`src/rtl/simon_sequence_player_if.sv`:
```
// Control and display signals of the Simon sequence player.
// The controller side drives the master modport; the player uses the slave modport.
interface simon_sequence_player_if;
  logic        Start;
  logic        Abort;
  logic [29:0] Seq;
  logic [3:0]  Len;
  logic [2:0]  Color;
  logic [3:0]  Index;
  logic        Busy;
  logic        Done;

  modport master (
    output Start, Abort, Seq, Len,
    input  Color, Index, Busy, Done
  );

  modport slave (
    input  Start, Abort, Seq, Len,
    output Color, Index, Busy, Done
  );
endinterface

```
`src/rtl/simon_sequence_player.sv`:
```
// Plays a latched list of Simon colors: each entry is shown for ON_TICKS cycles,
// then the display is blanked for OFF_TICKS cycles, followed by a one-cycle Done pulse.
module simon_sequence_player #(
  parameter int ON_TICKS  = 4,
  parameter int OFF_TICKS = 2,
  parameter int MAX_LEN   = 10
) (
  input logic                    Clk,
  input logic                    Reset,
  simon_sequence_player_if.slave bus
);

  typedef enum logic [1:0] {
    IDLE = 2'd0,
    SHOW = 2'd1,
    GAP  = 2'd2,
    DONE = 2'd3
  } state_t;

  // Seq only carries ten 3-bit entries, so the usable length can never exceed ten.
  localparam int          LEN_CAP    = (MAX_LEN > 10) ? 10 : MAX_LEN;
  localparam logic [3:0]  LEN_CAP_L  = 4'(LEN_CAP);
  localparam logic [15:0] ON_RELOAD  = 16'(ON_TICKS - 1);
  localparam logic [15:0] OFF_RELOAD = 16'(OFF_TICKS - 1);

  state_t      state;
  logic [15:0] dwell_cnt;
  logic [29:0] seq_q;
  logic [3:0]  len_q;
  logic [3:0]  index_q;
  logic [2:0]  color_q;
  logic        busy_q;
  logic        done_q;

  // Codes outside 1..4 are shown as blank.
  function automatic logic [2:0] entry_color(input logic [29:0] seq, input logic [3:0] k);
    logic [2:0] code;
    code = 3'd0;
    for (int i = 0; i < 10; i++) begin
      if (k == 4'(i)) code = seq[3*i +: 3];
    end
    return (code >= 3'd1 && code <= 3'd4) ? code : 3'd0;
  endfunction

  function automatic logic [3:0] clamp_len(input logic [3:0] len);
    return (len > LEN_CAP_L) ? LEN_CAP_L : len;
  endfunction

  always_ff @(posedge Clk) begin
    if (Reset) begin
      state     <= IDLE;
      dwell_cnt <= '0;
      seq_q     <= '0;
      len_q     <= '0;
      index_q   <= '0;
      color_q   <= '0;
      busy_q    <= 1'b0;
      done_q    <= 1'b0;
    end else if (bus.Abort) begin
      state     <= IDLE;
      dwell_cnt <= '0;
      color_q   <= '0;
      busy_q    <= 1'b0;
      done_q    <= 1'b0;
    end else begin
      case (state)
        IDLE: begin
          color_q <= '0;
          busy_q  <= 1'b0;
          done_q  <= 1'b0;
          // Outputs are registered, so the first color is loaded on the Start edge itself.
          if (bus.Start && bus.Len != 4'd0) begin
            seq_q     <= bus.Seq;
            len_q     <= clamp_len(bus.Len);
            index_q   <= '0;
            dwell_cnt <= ON_RELOAD;
            color_q   <= entry_color(bus.Seq, 4'd0);
            busy_q    <= 1'b1;
            state     <= SHOW;
          end
        end

        SHOW: begin
          if (dwell_cnt == 16'd0) begin
            dwell_cnt <= OFF_RELOAD;
            color_q   <= '0;
            state     <= GAP;
          end else begin
            dwell_cnt <= dwell_cnt - 16'd1;
          end
        end

        GAP: begin
          if (dwell_cnt == 16'd0) begin
            if ((index_q + 4'd1) < len_q) begin
              index_q   <= index_q + 4'd1;
              dwell_cnt <= ON_RELOAD;
              color_q   <= entry_color(seq_q, index_q + 4'd1);
              state     <= SHOW;
            end else begin
              done_q <= 1'b1;
              state  <= DONE;
            end
          end else begin
            dwell_cnt <= dwell_cnt - 16'd1;
          end
        end

        DONE: begin
          done_q <= 1'b0;
          busy_q <= 1'b0;
          state  <= IDLE;
        end

        default: begin
          color_q <= '0;
          busy_q  <= 1'b0;
          done_q  <= 1'b0;
          state   <= IDLE;
        end
      endcase
    end
  end

  assign bus.Color = color_q;
  assign bus.Index = index_q;
  assign bus.Busy  = busy_q;
  assign bus.Done  = done_q;

  // Done is only ever raised inside a busy playback, and the display is dark when idle.
  a_done_busy: assert property (@(posedge Clk) disable iff (Reset) done_q |-> busy_q);
  a_idle_dark: assert property (@(posedge Clk) disable iff (Reset) !busy_q |-> (color_q == 3'd0));

endmodule

```
`src/flat_wrapper.sv`:
```
// flat-port wrapper written by rule: the top's interface ports become plain ports
module simon_sequence_player_flat 
#(
  parameter int ON_TICKS  = 4,
  parameter int OFF_TICKS = 2,
  parameter int MAX_LEN   = 10
)
  (Clk, Reset, bus_Start, bus_Abort, bus_Seq, bus_Len, bus_Color, bus_Index, bus_Busy, bus_Done);
  simon_sequence_player_if bus_i ();
  input logic Clk;
  input logic Reset;
  input wire logic [$bits(bus_i.Start)-1:0] bus_Start;
  input wire logic [$bits(bus_i.Abort)-1:0] bus_Abort;
  input wire logic [$bits(bus_i.Seq)-1:0] bus_Seq;
  input wire logic [$bits(bus_i.Len)-1:0] bus_Len;
  output wire logic [$bits(bus_i.Color)-1:0] bus_Color;
  output wire logic [$bits(bus_i.Index)-1:0] bus_Index;
  output wire logic [$bits(bus_i.Busy)-1:0] bus_Busy;
  output wire logic [$bits(bus_i.Done)-1:0] bus_Done;
  assign bus_i.Start = bus_Start;
  assign bus_i.Abort = bus_Abort;
  assign bus_i.Seq = bus_Seq;
  assign bus_i.Len = bus_Len;
  assign bus_Color = bus_i.Color;
  assign bus_Index = bus_i.Index;
  assign bus_Busy = bus_i.Busy;
  assign bus_Done = bus_i.Done;
  simon_sequence_player #(.ON_TICKS(ON_TICKS), .OFF_TICKS(OFF_TICKS), .MAX_LEN(MAX_LEN)) u_core (.Clk(Clk), .Reset(Reset), .bus(bus_i));
endmodule
```
`config.mk`:
```
export PLATFORM = sky130hd
export DESIGN_NAME = simon_sequence_player_flat
export DESIGN_NICKNAME = d
export VERILOG_FILES = /design/src/rtl/simon_sequence_player_if.sv /design/src/rtl/simon_sequence_player.sv /design/src/flat_wrapper.sv
export SDC_FILE = /design/constraint.sdc
export NUM_CORES = 1
export LEC_CHECK = 0
export BUFFER_PORTS_ARGS = -buffer_cell sky130_fd_sc_hd__buf_2
export CAP_MARGIN = 0
export CORE_MARGIN = 8
export CORE_UTILIZATION = 50
export DETAILED_ROUTE_END_ITERATION = 10
export MAX_ROUTING_LAYER = met4
export PLACE_DENSITY = 0.74
export SETUP_SLACK_MARGIN = 0.4
export SYNTH_ARGS = -nofsm -noshare
export SYNTH_HDL_FRONTEND = slang
export SYNTH_SLANG_ARGS = --single-unit
```
`constraint.sdc`:
```
create_clock -name Clk -period 3.7 [get_ports Clk]
set_clock_uncertainty 0.1 [all_clocks]
set_input_delay 0.185 -clock Clk [delete_from_list [all_inputs] [get_ports Clk]]
set_output_delay 0.185 -clock Clk [all_outputs]
set_load 0.02 [all_outputs]
```
==> impl_metrics.ini <==
[grt]
grt_max_degree = 41
grt-ovfl-total = 0
grtUsageTotal = 0.181
grt_antenna_before_repair = 0
grt_pass1_wl_um = 14000
grt_pass1_vias = 3063

[sta]
max_freq_mhz = 327
finalHoldViolations = 0
slew_viol_final = 0
post-route-period-util = 0.827
tightest_slew_ns = 0.939
maxSlewHeadroom = 0.369
setup_slack_ns = 0.641
tns_ns = 0
setup_viol = 0
rsz0062_at_grt = no
timing.hold.ws_ns = 0.0143
fin_crit_ns = 3.06

[hold_path]
whs_path_depth = 3
min_from = bus_Len[0]
worstHoldEndpoint = u_core.len_q[0]
min_path_type = in -> reg

[die]
fp.dieW_um = 96.9
die_area_um2 = 9400
io_pins = 47
num_rows = 29
core_area_um2 = 6350
die_h_um = 96.9
start_util = 0.516

[pwr]
ir_drop_mv = 0.257
p_per_area_nw_per_um2 = 417
p_leak_nw = 1.61

[clocking]
cts-buffers-inserted = 9
clock-sinks = 61
htree_levels = 3
clkLatencyLatePin_ns = 0.34
clockRootBuffer = clkbuf_8
clockBufferDepth = 2
path_clk_slew_ns = 0.07
tritoncts = yes

[detailed_routing]
num_vias = 3135
routedWlPerCell_um = 14.2
drt_first_pass_iters = 4
drt_iter0_markers = 244
antenna_left = 0
drc = 0
vias_per_cell = 5.53
routed_wl_um = 8060

[cells_and_area]
fin_nets = 537
drive_gt1_frac = 0.178
fill_cells = 532
layout_commonest_cell = nand2_1
antenna-diode-count = 0
final_util = 0.643
syn2layout_area_growth_pct = 24.7
multiInputGateArea_um2 = 1910
regArea_um2 = 1220
layout_common_cells = nand2_1 (88), dfxtp_1 (61), a21oi_1 (52)

[synthesis]
netlist_area_um2 = 3280
yosysWarnings = 0
synth_edf_count = 0
netlist_instances = 419
ys_seq_area_frac = 0.373
syn_nets = 471
synth-seq-cells = 61
ys.flop_type = dfxtp_1
avgSynthCellArea_um2 = 7.82
ys_types = 56
synthArstFlopShare = 0

[setup_path]
cp_data_arrival_time_ns = 3.22
rr_endpoint = u_core.dwell_cnt[5]
cp_max_fo = 11
crit_required_ns = 3.86
rrSetupSlack_ns = 0.64
crit_type = reg -> reg
crit_path_end_kind = flop
worstRegToRegCells = 11
start_kind = flop
reg2reg_from = u_core.bus.Index[0]

[place]
post-place-ws_ns = 0.504
gp_congestion = 0.881
hpwl_um = 5490
io_buffers = 46

[flow_run]
cap_viol_max_count = 0

[status]
status = finished, final reports clean
-- cell type report --
type | instances | share of cell area
multi-input combinational | 317 | 0.467
sequential | 61 | 0.299
timing repair buffer | 81 | 0.137
clock buffer | 13 | 0.0438
tap | 77 | 0.0236
clock inverter | 3 | 0.0159
inverter | 15 | 0.0138
-- kinds of logic after synthesis --
group                    after synthesis  share of synthesized area
XOR/XNOR                              12                     0.0321
flip-flops                            61                      0.373
adder cells (fa/ha/maj)               14                     0.0535
AND/OR/NAND/NOR                      174                      0.253
multiplexers                           2                    0.00611
buffers and inverters                 41                     0.0481
AO/OA/AOI/OAI                        115                      0.234
-- metal layers --
metal	vias to the layer above	GRT usage	share of wire
li1	1603	-	-
met1	1443	0.218	0.47
met2	77	0.285	0.47
met3	12	0.0441	0.044
met4	0	0.0722	0.015
met5	-	-	0
-- worst max-delay path by stage --
| stage | from | endpoint | slack (ns) | depth (start not counted) |
|---|---|---|---|---|
| finish | u_core.bus.Index[0] | u_core.dwell_cnt[5] | 0.64 | 11 |
| global route | u_core.bus.Index[0] | u_core.dwell_cnt[8] | 0.41 | 11 |
| CTS | u_core.bus.Index[0] | u_core.dwell_cnt[5] | 0.47 | 10 |
| detailed placement | u_core.bus.Index[0] | u_core.dwell_cnt[5] | 0.50 | 10 |
| global placement | u_core.bus.Index[0] | u_core.dwell_cnt[8] | 0.61 | 10 |
| floorplan | u_core.bus.Index[1] | u_core.dwell_cnt[12] | 0.60 | 12 |
-- sequential cells by signal (all words and copies together), names as in the netlist --
name              count
u_core.seq_q         30
u_core.dwell_cnt     16
u_core.bus.Index      4
u_core.len_q          4
u_core.bus.Color      3
u_core.state          2
u_core.bus.Busy       1
u_core.bus.Done       1
-- stage by stage --
stage / std cells / area, um^2 / total power, W
floorplan: 419 / 3280 / 0.000906
global placement: 522 / 3550 / 0.000970
detailed placement: 522 / 3550 / 0.000975
CTS: 564 / 4060 / 0.00171
global route: 567 / 4080 / 0.00178
finish: 567 / 4080 / 0.00170
-- cell usage after synthesis (6+ instances only) --
cell / count / share of area
clkbuf_1: 23 / 0.026
nor2_1: 34 / 0.039
nand2_1: 89 / 0.10
o21ai_0: 14 / 0.021
nand3_1: 6 / 0.0092
xor2_1: 11 / 0.029
ha_1: 14 / 0.053
inv_1: 15 / 0.017
dfxtp_1: 61 / 0.37
a21oi_1: 52 / 0.079
nor3_1: 6 / 0.0092
-- worst max-delay path, cell delays in order (launching register included) --
cell      delay, ns
dfxtp_1        0.32
ha_1           0.31
nor2b_1        0.19
or2_2          0.30
ha_1           0.26
o21ai_0        0.20
o21bai_2       0.17
a311oi_4       0.31
buf_4          0.21
nand2_1        0.10
or3_1          0.35
a21oi_1        0.15
-- what timing repair did --
| action | in CTS | in global routing |
|---|---|---|
| setup endpoints to repair | 0 | 16 |
| gates resized for setup | 0 | 2 |
| hold buffers | 26 | 0 |
| buffers inserted | 0 | 3 |
| hold endpoints to repair | 26 | 0 |
-- report_power, final --
group / leakage, nW / switching [W] / total, W / internal (W)
registers: 0.496 / 0.0000219 / 0.000709 / 0.000687
clock network: 0.126 / 0.000260 / 0.000712 / 0.000452
logic: 0.993 / 0.000157 / 0.000281 / 0.000124
total: 1.61 / 0.000440 / 0.00170 / 0.00126
Note: power is estimated with default switching activity, not from simulation.
